===== config.mk =====
export PLATFORM = sky130hd
export DESIGN_NAME = seq_div_unit
export DESIGN_NICKNAME = d
export VERILOG_FILES = /design/src/rtl/div_pkg.sv /design/src/rtl/full_adder.sv /design/src/rtl/sub_A_B.sv /design/src/rtl/seq_div_unit.sv
export SDC_FILE = /design/constraint.sdc
export NUM_CORES = 1
export LEC_CHECK = 0
export CAP_MARGIN = 20
export CELL_PAD_IN_SITES_DETAIL_PLACEMENT = 1
export CELL_PAD_IN_SITES_GLOBAL_PLACEMENT = 1
export CORE_ASPECT_RATIO = 1.5
export CORE_MARGIN = 10
export CORE_UTILIZATION = 44
export CTS_CLUSTER_DIAMETER = 40
export DETAILED_ROUTE_END_ITERATION = 7
export GPL_TIMING_DRIVEN = 0
export PLACE_DENSITY = 0.92
export SYNTH_ARGS = -nofsm -noshare
export SYNTH_HDL_FRONTEND = slang
export SYNTH_SLANG_ARGS = --single-unit
export TNS_END_PERCENT = 10

===== constraint.sdc =====
create_clock -name clk -period 29.7 [get_ports clk]
set_input_delay 4.455 -clock clk [delete_from_list [all_inputs] [get_ports clk]]
set_output_delay 4.455 -clock clk [all_outputs]
set_load 0.05 [all_outputs]

===== src/rtl/div_pkg.sv =====
// Shared constants and FSM state encoding for the sequential restoring divider.
package div_pkg;

    localparam int DIV_WIDTH  = 32;
    // One quotient bit is resolved per CALC cycle.
    localparam int ITER_COUNT = DIV_WIDTH;

    typedef enum logic [1:0] {
        ST_IDLE = 2'd0,
        ST_CALC = 2'd1,
        ST_DONE = 2'd2
    } div_state_e;

endpackage


===== src/rtl/full_adder.sv =====
// Single-bit full adder cell used to build ripple arithmetic.
module full_adder (
    input  logic a_i,
    input  logic b_i,
    input  logic c_i,
    output logic s_o,
    output logic c_o
);

    assign s_o = a_i ^ b_i ^ c_i;
    assign c_o = (a_i & b_i) | (a_i & c_i) | (b_i & c_i);

endmodule


===== src/rtl/sub_A_B.sv =====
// Combinational N-bit ripple subtractor a - b computed as a + ~b + 1 from full_adder cells.
module sub_A_B #(
    parameter int N = 33
) (
    input  logic [N-1:0] a_i,
    input  logic [N-1:0] b_i,
    output logic [N-1:0] diff_o,
    output logic         borrow_o
);

    logic [N:0] carry;

    assign carry[0] = 1'b1;

    for (genvar i = 0; i < N; i++) begin : g_bit
        full_adder u_fa (
            .a_i (a_i[i]),
            .b_i (~b_i[i]),
            .c_i (carry[i]),
            .s_o (diff_o[i]),
            .c_o (carry[i+1])
        );
    end

    // No carry out of the top bit means a < b.
    assign borrow_o = ~carry[N];

endmodule


===== src/rtl/seq_div_unit.sv =====
// Sequential restoring divider, one quotient bit per cycle.
// Optional macro SIGNED_DIV_EN selects two's-complement operands; default is unsigned.
//
// state   | meaning
// --------+------------------------------------------------------------
// ST_IDLE | waiting for start; operands captured on acceptance
// ST_CALC | WIDTH restoring iterations, busy high
// ST_DONE | one-cycle done pulse; results were registered on entry
module seq_div_unit
    import div_pkg::*;
#(
    parameter int WIDTH = DIV_WIDTH
) (
    input  logic             clk,
    input  logic             reset,
    input  logic             start,
    input  logic [WIDTH-1:0] A,
    input  logic [WIDTH-1:0] B,
    output logic             busy,
    output logic             done,
    output logic [WIDTH-1:0] quotient,
    output logic [WIDTH-1:0] remainder,
    output logic             div_zero,
    output logic             overflow
);

    localparam int CNT_W = (WIDTH > 2) ? $clog2(WIDTH) : 1;

    div_state_e       state_q, state_d;
    logic [CNT_W-1:0] cnt_q, cnt_d;
    logic [WIDTH-1:0] rem_q, rem_d;
    logic [WIDTH-1:0] dvd_q, dvd_d;
    logic [WIDTH-1:0] dvs_q, dvs_d;
    logic [WIDTH-1:0] quo_q, quo_d;
    logic [WIDTH-1:0] res_rem_q, res_rem_d;
    logic             dz_q, dz_d;
    logic             ovf_q, ovf_d;

    logic [WIDTH:0]   shifted;
    logic [WIDTH:0]   diff;
    logic             borrow;
    logic             unused_diff_msb;
    logic [WIDTH-1:0] step_rem, step_dvd;
    logic [WIDTH-1:0] a_mag, b_mag;
    logic [WIDTH-1:0] fin_quo, fin_rem;

`ifdef SIGNED_DIV_EN
    localparam logic [WIDTH-1:0] ONE     = {{(WIDTH-1){1'b0}}, 1'b1};
    localparam logic [WIDTH-1:0] MOST_NEG = {1'b1, {(WIDTH-1){1'b0}}};

    logic a_neg, b_neg, op_ovf;
    logic rneg_q, rneg_d;
    logic qneg_q, qneg_d;
    logic oflag_q, oflag_d;

    assign a_neg  = A[WIDTH-1];
    assign b_neg  = B[WIDTH-1];
    assign a_mag  = a_neg ? (~A + ONE) : A;
    assign b_mag  = b_neg ? (~B + ONE) : B;
    assign op_ovf = (A == MOST_NEG) && (&B);

    assign fin_quo = qneg_q ? (~step_dvd + ONE) : step_dvd;
    assign fin_rem = rneg_q ? (~step_rem + ONE) : step_rem;
`else
    assign a_mag   = A;
    assign b_mag   = B;
    assign fin_quo = step_dvd;
    assign fin_rem = step_rem;
`endif

    // Partial remainder pulls in the next dividend bit; quotient bits shift into dvd.
    assign shifted = {rem_q, dvd_q[WIDTH-1]};

    sub_A_B #(.N(WIDTH + 1)) u_sub (
        .a_i      (shifted),
        .b_i      ({1'b0, dvs_q}),
        .diff_o   (diff),
        .borrow_o (borrow)
    );

    assign unused_diff_msb = diff[WIDTH];
    assign step_rem = borrow ? shifted[WIDTH-1:0] : diff[WIDTH-1:0];
    assign step_dvd = {dvd_q[WIDTH-2:0], ~borrow};

    always_comb begin
        state_d   = state_q;
        cnt_d     = cnt_q;
        rem_d     = rem_q;
        dvd_d     = dvd_q;
        dvs_d     = dvs_q;
        quo_d     = quo_q;
        res_rem_d = res_rem_q;
        dz_d      = dz_q;
        ovf_d     = ovf_q;
`ifdef SIGNED_DIV_EN
        rneg_d    = rneg_q;
        qneg_d    = qneg_q;
        oflag_d   = oflag_q;
`endif
        case (state_q)
            ST_IDLE: begin
                if (start) begin
                    if (B == '0) begin
                        state_d   = ST_DONE;
                        quo_d     = '1;
                        res_rem_d = A;
                        dz_d      = 1'b1;
                        ovf_d     = 1'b0;
                    end else begin
                        state_d = ST_CALC;
                        cnt_d   = CNT_W'(WIDTH - 1);
                        rem_d   = '0;
                        dvd_d   = a_mag;
                        dvs_d   = b_mag;
`ifdef SIGNED_DIV_EN
                        rneg_d  = a_neg;
                        qneg_d  = a_neg ^ b_neg;
                        oflag_d = op_ovf;
`endif
                    end
                end
            end
            ST_CALC: begin
                rem_d = step_rem;
                dvd_d = step_dvd;
                if (cnt_q == '0) begin
                    state_d   = ST_DONE;
                    quo_d     = fin_quo;
                    res_rem_d = fin_rem;
                    dz_d      = 1'b0;
`ifdef SIGNED_DIV_EN
                    ovf_d     = oflag_q;
`else
                    ovf_d     = 1'b0;
`endif
                end else begin
                    cnt_d = cnt_q - CNT_W'(1);
                end
            end
            ST_DONE: state_d = ST_IDLE;
            default: state_d = ST_IDLE;
        endcase
    end

    always_ff @(posedge clk) begin
        if (reset) begin
            state_q   <= ST_IDLE;
            cnt_q     <= '0;
            rem_q     <= '0;
            dvd_q     <= '0;
            dvs_q     <= '0;
            quo_q     <= '0;
            res_rem_q <= '0;
            dz_q      <= 1'b0;
            ovf_q     <= 1'b0;
`ifdef SIGNED_DIV_EN
            rneg_q    <= 1'b0;
            qneg_q    <= 1'b0;
            oflag_q   <= 1'b0;
`endif
        end else begin
            state_q   <= state_d;
            cnt_q     <= cnt_d;
            rem_q     <= rem_d;
            dvd_q     <= dvd_d;
            dvs_q     <= dvs_d;
            quo_q     <= quo_d;
            res_rem_q <= res_rem_d;
            dz_q      <= dz_d;
            ovf_q     <= ovf_d;
`ifdef SIGNED_DIV_EN
            rneg_q    <= rneg_d;
            qneg_q    <= qneg_d;
            oflag_q   <= oflag_d;
`endif
        end
    end

    assign busy      = (state_q == ST_CALC);
    assign done      = (state_q == ST_DONE);
    assign quotient  = quo_q;
    assign remainder = res_rem_q;
    assign div_zero  = dz_q;
    assign overflow  = ovf_q;

endmodule


# Word-level counts from Yosys, hierarchy flattened
# Cells that the tools add are included.
# Widths: inputs -> output; s select.
word_totals:
  reg_bits: 169
  latchBits: 0
  mem_bits_rw: 0
  romBits: 0
  in_bits: 67
  out_inout_bits: 68
  wordCells: 314
  memories: 0
op_classes:
  addsub: 1
  mul: 0
  div_mod_pow: 0
  order_cmp: 0
  n_eq_ne: 7
  shift: 0
  muxes: 30
  bitwise: 258
  reduce_logical: 9
ops:
  columns: ["operator", "n"]
  rows:
  - ["$mux 32", 11]
  - ["$pmux 32 s2", 4]
  - ["$and 1x1->1", 95]
  - ["$or 1x1->1", 66]
  - ["$xor 1x1->1", 63]
  - ["$not 1->1", 34]
  - ["$logic_not 32->1", 1]
  - ["$mux 5", 3]
  - ["$pmux 5 s2", 1]
  - ["$ne 2x2->1 const B", 4]
  - ["$reduce_and 4->1", 2]
  - ["$mux 2", 3]
  - ["$reduce_and 3->1", 2]
  - ["$logic_not 5->1", 1]
  - ["$mux 1", 5]
  - ["$sub 5x1->5 const B", 1]
  - ["$pmux 1 s2", 2]
  - ["$pmux 2 s2", 1]
  - ["$eq 2x1->1 const B", 1]
  - ["$eq 2x2->1 const B", 1]
  - ["$logic_not 2->1", 1]
  - ["$ne 2x1->1 const B", 1]
  - ["$reduce_and 2->1", 1]
  - ["$reduce_bool 2->1", 1]

# Depth between registers and ports, before layout
# Gate-level depths: netlist of the first run.
depth:
  depth_word: 103
  depth_mapped: 39
  ltp_nobuf: 39

# Modules after synthesis
# From an unflattened synthesis of the first run, not the netlist that was laid out.
unflattened:
  cells_unflattened: 781
  hier_area_um2: 7788.7
by_module_without_submodules:
  columns: ["mod", "n_inst", "cells_each", "area_each_um2", "seq_area_each_um2"]
  rows:
  - ["seq_div_unit", 1, 713, 6996.7, 3363.2]
  - ["full_adder", 33, 1, 20.0, 0.0]
  - ["sub_A_B", 1, 35, 131.4, 0.0]

# Worst setup path before layout of the first run
# OpenSTA, ideal clock, no wires.
synth_path:
  path_kind: "reg-to-reg"
  startpoint: "register dvd_q[31]"
  endpoint: "register res_rem_q[10] (netlist: remainder[10])"
  setup_ns: 0.146
  t_arrival_ns: 14.421
  required_time_ns: 29.554
  path_slack_ns: 15.133
  stages_incl_launch_ff: 40
  path_buffers: 1
  synth_period_minus_slack_ns: 14.567
  path_cell_list: "dfxtp_1 -> inv_1 -> ha_1 -> inv_1 -> fa_1 -> fa_1 -> fa_1 -> fa_1 -> fa_1 -> fa_1 -> fa_1 -> fa_1 -> fa_1 -> fa_1 -> fa_1 -> fa_1 -> fa_1 -> fa_1 -> [4 not listed] -> fa_1 -> fa_1 -> fa_1 -> fa_1 -> fa_1 -> fa_1 -> fa_1 -> fa_1 -> fa_1 -> fa_1 -> fa_1 -> fa_1 -> fa_1 -> nor2_1 -> nor2_1 -> clkbuf_1 -> a222oi_1 -> a211oi_2"
synth_between:
  elab_chain_len: 102
  word_cells_on_any_way: 134
  classes_between: "mux: 3; bitwise: 131"
synth_lines:
  columns: ["element", "line", "source"]
  rows:
  - ["start: declaration", "seq_div_unit.sv:32", "logic [WIDTH-1:0] dvd_q, dvd_d;"]
  - ["start signal: assignment", "seq_div_unit.sv:165", "dvd_q <= dvd_d;"]
  - ["$and 1x1->1", "full_adder.sv:11", "assign c_o = (a_i & b_i) | (a_i & c_i) | (b_i & c_i);"]
  - ["$or 1x1->1 (*) (2 in series)", "full_adder.sv:11", null]
  - ["$and 1x1->1", "full_adder.sv:11", null]
  - ["$or 1x1->1", "full_adder.sv:11", null]
  - ["$or 1x1->1 (*)", "full_adder.sv:11", null]
  - ["$and 1x1->1", "full_adder.sv:11", null]
  - ["$or 1x1->1", "full_adder.sv:11", null]
  - ["$or 1x1->1 (*)", "full_adder.sv:11", null]
  - ["[82 not listed]", null, null]
  - ["$or 1x1->1 (2 in series)", "full_adder.sv:11", null]
  - ["$and 1x1->1", "full_adder.sv:11", null]
  - ["$or 1x1->1 (2 in series)", "full_adder.sv:11", null]
  - ["$and 1x1->1", "full_adder.sv:11", null]
  - ["$or 1x1->1 (2 in series)", "full_adder.sv:11", null]
  - ["$mux 32 (*)", "seq_div_unit.sv:82", "assign step_rem = borrow ? shifted[WIDTH-1:0] : diff[WIDTH-1:0];"]
  - ["$mux 32 (*)", "seq_div_unit.sv:126", "if (cnt_q == '0) begin"]
  - ["$pmux 32 s2 (*)", "seq_div_unit.sv:100", "case (state_q)"]
  - ["end signal: assignment", "seq_div_unit.sv:168", "res_rem_q <= res_rem_d;"]
  - ["end: declaration", "seq_div_unit.sv:35", "logic [WIDTH-1:0] res_rem_q, res_rem_d;"]
# Mark *: on every way between the ends. The rest lies on a longest branch, timed or not. The select of a mux whose other input is x is not followed.
# A chain may end at the register's enable or synchronous reset.

# Final worst setup path of the first run
layout_path:
  startpoint: "register dvs_q[0]"
  endpoint: "register res_rem_q[29] (netlist: remainder[29])"
layout_between:
  elab_chain_len: 103
  word_cells_on_any_way: 135
  classes_between: "mux: 3; bitwise: 132"
layout_lines:
  columns: ["element", "line", "source"]
  rows:
  - ["start: declaration", "seq_div_unit.sv:33", "logic [WIDTH-1:0] dvs_q, dvs_d;"]
  - ["start signal: assignment", "seq_div_unit.sv:166", "dvs_q <= dvs_d;"]
  - ["$not 1->1 (*)", "sub_A_B.sv:18", ".b_i (~b_i[i]),"]
  - ["$and 1x1->1", "full_adder.sv:11", null]
  - ["$or 1x1->1", "full_adder.sv:11", null]
  - ["$or 1x1->1 (*)", "full_adder.sv:11", null]
  - ["$and 1x1->1", "full_adder.sv:11", null]
  - ["$or 1x1->1", "full_adder.sv:11", null]
  - ["$or 1x1->1 (*)", "full_adder.sv:11", null]
  - ["$and 1x1->1", "full_adder.sv:11", null]
  - ["[84 not listed]", null, null]
  - ["$or 1x1->1 (2 in series)", "full_adder.sv:11", null]
  - ["$and 1x1->1", "full_adder.sv:11", null]
  - ["$or 1x1->1 (2 in series)", "full_adder.sv:11", null]
  - ["$and 1x1->1", "full_adder.sv:11", null]
  - ["$or 1x1->1 (2 in series)", "full_adder.sv:11", null]
  - ["$mux 32 (*)", "seq_div_unit.sv:82", null]
  - ["$mux 32 (*)", "seq_div_unit.sv:126", null]
  - ["$pmux 32 s2 (*)", "seq_div_unit.sv:100", null]
# Marked as above.

==> impl_metrics.tcl, run 1 <==
set metrics [dict create \
    slowest_stage "clkbuf_1" \
    fin_setup_tns_ps 0 \
    hold_path.class "reg -> reg" \
    max_slew_margin_pct 42.6 \
    grt_first_pass_wirelength_um 46700 \
    swShare_pct 41.1 \
    cts_made_buffers 17 \
    setup_viol 0 \
    die_h_um 185 \
    ys_seq_elements 168 \
    layout.cells.non_filler 1200 \
    place_congestion 0.867 \
    firstDrtPassIters 7 \
    worst-path-max-fanout 10 \
    ctsResizeCount 0 \
    p_comb_share_pct 41.6 \
    path_common_cell "fa_1" \
    antenna_found_initial 5 \
    reg2reg_to "remainder[29]" \
    grt_max_degree 17 \
    wirelength_um 32000 \
    p_switching_w 0.000371 \
    synth.distinct_cells 44 \
    hold_buffers 0 \
    tritoncts "done" \
    drive_above_1_share_pct 10.2 \
    cellPowerDensity_nw_per_um2 88.5 \
    fmax_mhz 61.0 \
    final-seq-area_um2 3360 \
    synth_cells 813 \
    multi_input_area_um2 4050 \
    worst_clock_skew_ps 10.7 \
    drc 0 \
    num_vias 7876 \
    routedWlPerCell_um 26.6 \
    power_frac_seq_pct 32.2 \
    fp-row-count 60 \
    startpoint "dvs_q[0]" \
    overflow 0 \
    clk_latency_ps 450 \
    drt_iter0_drc 1137 \
    cp_data_required_time_ps 30040 \
    worst_slew_pin_slew_ps 861 \
    htree_levels 4 \
    hold_viol_final 0 \
    reg2reg_slack_ps 13310 \
    via_per_inst 6.56 \
    pwr-share-clk_pct 26.2 \
    cts_setup_buffers 0 \
    critPathLaunchType "register" \
    crit_end "remainder[29]" \
    dieWidth_um 130 \
    peakVddDrop_mv 0.0677 \
    period_share_pct 55.2 \
    final_cell_mix "dfxtp_1, clkdlybuf4s50_1, nor2_1" \
    drtAntennaViolNets 0 \
    dp_hpwl_um 21200 \
    syn_area_per_cell_um2 9.82 \
    r2r_cells 37 \
    port_buffers 132 \
    status "complete, no violations" \
    die_area_um2 24100 \
    io_pins 135 \
    crit_path_end_kind "register" \
    reg2reg_from "dvs_q[0]" \
    dp.cells 1162 \
    grt.total_usage_pct 25.2 \
    intPower_w 0.000532 \
    root_buffer "clkbuf_16" \
    critPathKind "reg -> reg" \
    slew_viol_final 0 \
    rsz0062_at_grt "false" \
    cap_violations 0 \
    area_growth_pct 27.8 \
    min_period_ps 16390 \
    clock_sinks 168 \
    slowest_delay_ps 520 \
    design.core.area_um2 17900 \
    netlist_area_um2 7990 \
    yosysSeqAreaShare_pct 42.1 \
    final_common_cell "dfxtp_1" \
    start_util_pct 44.7 \
    clk_pin_slew_worst_paths_ps 70 \
    leakagePower_nw 3.77 \
    yosysWarnings 0 \
    grt_pass1_vias 8334 \
    synth.net_count 913 \
    crit_arrival_ps 16730 \
    fill_cells 1973 \
    fin_nets 1064 \
    clock_path_buffers 2 \
    finalPower_w 0.000903 \
]
critical path: cells and delay by family, from the launching register on:
family          cells  cell delay [ps]
buf+inv             2              590
flops               1              400
compound gates      2              580
fa+ha+maj          32            14220
simple gates        1              500
sequential cells by signal, summed over array words and instances, names as in the netlist:
name       flops
remainder     32
cnt_q          5
dvs_q         32
rem_q         32
quotient      32
div_zero       1
dvd_q         32
state_q        2
worst min path at each step:
stage | from | endpoint | slack (ps) | cells after the start
6_report | quotient[0] | quotient[0] | 490 | 1
5_1_grt | quotient[0] | quotient[0] | 510 | 1
4_1_cts | quotient[0] | quotient[0] | 490 | 1
3_5_place_dp | quotient[0] | quotient[0] | 470 | 1
3_3_place_gp | quotient[0] | quotient[0] | 450 | 1
2_1_floorplan | cnt_q[4] | cnt_q[4] | 460 | 2
cell type report:
cell class / count / area share (%)
Buffer: 82 / 4.32
Timing Repair Buffer: 132 / 12.9
Tap cell: 217 / 2.66
Inverter: 37 / 1.36
Clock buffer: 19 / 4.44
Clock inverter: 13 / 1.53
Antenna cell: 6 / 0.147
Multi-Input combinational cell: 526 / 39.6
Sequential cell: 168 / 33.0
stage by stage:
stage / area, µm² / utilization, % / hold WS (ps) / setup WS, ps
after floorplan: 7990 / - / 460 / 15130
after global placement: 9580 / 53.6 / 452 / 14150
after detailed placement: 9580 / 53.6 / 470 / 13990
after CTS: 10200 / 57.0 / 486 / 13510
after global routing: 10200 / 57.1 / 513 / 12960
final: 10200 / 57.1 / 491 / 13310
synth_stat cells, drive strengths merged:
cell type | n | area [µm²]
and2 | 1 | 6.26
o21ai | 2 | 21.3
nor4b | 3 | 38.8
a222oi | 62 | 621
nor2 | 99 | 372
o211ai | 1 | 7.51
a21oi | 40 | 200
a2111oi | 1 | 8.76
nand2 | 2 | 7.51
clkbuf | 49 | 184
nand3 | 32 | 160
or4b | 1 | 10.0
nand4b | 1 | 8.76
o21a | 1 | 7.51
nand2b | 1 | 6.26
nor3 | 99 | 507
nand4 | 2 | 18.8
a221oi | 1 | 8.76
nor4 | 8 | 75.1
dfxtp | 168 | 3360
nor3b | 1 | 7.51
a211oi | 63 | 613
fa | 31 | 621
a21o | 1 | 7.51
inv | 37 | 139
conb | 1 | 3.75
o31a | 2 | 17.5
ha | 2 | 25.0
or2 | 1 | 6.26
o311ai | 1 | 8.76
o31ai | 1 | 7.51
mux2i | 63 | 631
buf | 33 | 256
nor2b | 2 | 12.5
per-layer routing:
layer / share of wire [%] / up-vias / global-route usage (%) / wire (µm)
met5: 0 / - / 0 / 0
met4: 6.1 / 0 / 16.0 / 1940
met3: 7.9 / 157 / 5.92 / 2540
met2: 51 / 523 / 44.7 / 16300
met1: 35 / 3863 / 25.7 / 11200
li1: - / 3333 / - / -
kinds of logic after synthesis:
family / share of synthesized area, %
adders and majority gates: 8.08
muxes: 7.89
and+or+nand+nor: 15.5
AOI/OAI and AO/OA: 19.1
buffers and inverters: 7.25
other: 0.0469
DFF: 42.1
power groups by stage:
stage | Sequential [W] | Combinational, W | Clock, W
final | 0.000291 | 0.000376 | 0.000237
after global routing | 0.000293 | 0.000398 | 0.000246
after CTS | 0.000288 | 0.000356 | 0.000234
after detailed placement | 0.000291 | 0.000340 | 0
after global placement | 0.000288 | 0.000323 | 0
after floorplan | 0.000307 | 0.000215 | 0
Power figures use the tool's default switching activity.
==> inputs of run 2 (changes only) <==
--- a/config.mk
+++ b/config.mk
@@ -10,11 +10,11 @@
 export CELL_PAD_IN_SITES_GLOBAL_PLACEMENT = 1
 export CORE_ASPECT_RATIO = 1.5
 export CORE_MARGIN = 10
-export CORE_UTILIZATION = 44
+export CORE_UTILIZATION = 41
 export CTS_CLUSTER_DIAMETER = 40
 export DETAILED_ROUTE_END_ITERATION = 7
 export GPL_TIMING_DRIVEN = 0
-export PLACE_DENSITY = 0.92
+export PLACE_DENSITY = 0.87
 export SYNTH_ARGS = -nofsm -noshare
 export SYNTH_HDL_FRONTEND = slang
 export SYNTH_SLANG_ARGS = --single-unit
==> constraint.sdc (replaced) <==
create_clock -name clk -period 16.58 [get_ports clk]
set_input_delay 2.487 -clock clk [delete_from_list [all_inputs] [get_ports clk]]
set_output_delay 2.487 -clock clk [all_outputs]
set_load 0.05 [all_outputs]
==> run 2 against run 1 <==
Combinational power increased by 68%. Worst setup slack got worse by 13000 ps. Largest power group unchanged. Largest cell class unchanged. The flow now finishes with violations (DRC). Total power increased by 71%.
==> impl_metrics.tcl, run 2 (synthesized netlist as in run 1, its figures left out) <==
set metrics [dict create \
    dp_hpwl_um 21000 \
    io_pins 135 \
    drc 4 \
    firstDrtPassIters 8 \
    wl_met2_um 15000 \
    place_congestion 0.850 \
    grt_first_pass_wirelength_um 44000 \
    die_area_um2 25600 \
    hold_path.class "reg -> reg" \
    num_vias 7441 \
    hold_viol_final 0 \
    violations "DRC" \
    crit_path_end_kind "register" \
    drtAntennaViolNets 0 \
    met3_length_um 1830 \
    top_layer "met4" \
    design.core.area_um2 19200 \
    die_h_um 191 \
    cap_violations 0 \
    grt_pass1_vias 8040 \
    drt-met1-wl_um 10300 \
    critPathTopFamily "adder cells" \
    final_cell_mix "dfxtp_1, clkdlybuf4s50_1, nor2_1" \
    overflow 0 \
    clock_sinks 168 \
    layout.cells.non_filler 1235 \
    setup_viol 0 \
    clock_path_buffers 2 \
    antenna_found_initial 2 \
    dp.cells 1201 \
    clk_latency_ps 440 \
    clk_pin_slew_worst_paths_ps 70 \
    fmax_mhz 62.6 \
    final_cell_area_um2 10200 \
    worst_slew_pin_slew_ps 769 \
    place_area_um2 9630 \
    htree_levels 4 \
    fill_cells 2185 \
    cts_setup_buffers 0 \
    routedWlPerCell_um 22.9 \
    port_buffers 132 \
    critPathLaunchType "register" \
    worst-path-max-fanout 10 \
    slew_viol_final 0 \
    grt.total_usage_pct 21.5 \
    cp_data_required_time_ps 16910 \
    slowest_delay_ps 490 \
    start_util_pct 41.7 \
    ctsResizeCount 0 \
    min_period_ps 15980 \
    path_common_cell "fa_1" \
    area_growth_pct 27.8 \
    grt_max_degree 17 \
    crit_buf_inv 3 \
    max_slew_margin_pct 48.7 \
    peakVddDrop_mv 0.0802 \
    status "finished, violations left" \
    tritoncts "done" \
    fin_setup_tns_ps 0 \
    rsz0062_at_grt "false" \
    root_buffer "clkbuf_16" \
    dieWidth_um 134 \
    critPathKind "reg -> reg" \
    hold_buffers 0 \
    period_share_pct 96.4 \
    via_per_inst 6.03 \
    final-seq-area_um2 3360 \
    wirelength_um 28300 \
    leakagePower_nw 3.74 \
    worst_clock_skew_ps 11.5 \
    cts_made_buffers 17 \
    fp-row-count 62 \
    cellPowerDensity_nw_per_um2 151 \
    drive_above_1_share_pct 10.0 \
    crit_arrival_ps 16310 \
    final_common_cell "dfxtp_1" \
    fin_nets 1064 \
    multi_input_area_um2 4050 \
    drt_iter0_drc 808 \
    slowest_stage "fa_1" \
]
[run 2: changes by cell type in the layout (fill, tap and decap cells not counted)]
cell and delta:
bufinv_16 -1, clkinvlp_4 +1, clkbuf_1 +2, clkinv_2 -1, clkinv_4 +1, diode_2 -4
clkbuf_8 -2
[run 2: power by group]
part | switching [W] | internal, W
registers | 0.0000582 | 0.000457
clock network | 0.000183 | 0.000212
logic | 0.000378 | 0.000255
total | 0.000620 | 0.000924
[run 2: final timing paths]
path              cells after the start  slack [ps]            end        start
setup / recovery                     38         600  remainder[29]    dvd_q[31]
hold / removal                        1         470    quotient[0]  quotient[0]
setup reg to reg                     38         600  remainder[29]    dvd_q[31]
hold reg to reg                       1         470    quotient[0]  quotient[0]
[run 2: cell type report]
type,count,area share [%]
multi-input combinational,526,39.6
sequential,168,33.0
timing repair buffer,132,12.9
buffer,82,4.32
clock buffer,19,4.24
tap,256,3.14
inverter,37,1.36
clock inverter,13,1.35
antenna,2,0.0490
[run 2: stage by stage]
stage	utilization [%]	hold WS, ps	setup WS, ps	total power, W
6_report	53.3	471	600	0.00154
5_1_grt	53.3	499	196	0.00162
4_1_cts	53.2	474	693	0.00153
3_5_place_dp	50.3	461	908	0.00113
3_3_place_gp	50.3	454	1010	0.00110
2_1_floorplan	-	460	2010	0.000935
[run 2: metal layers]
layer / vias to the layer above / GRT usage, %
li1: 3336 / -
met1: 3659 / 22.8
met2: 360 / 39.5
met3: 86 / 3.84
met4: 0 / 11.3
met5: - / 0
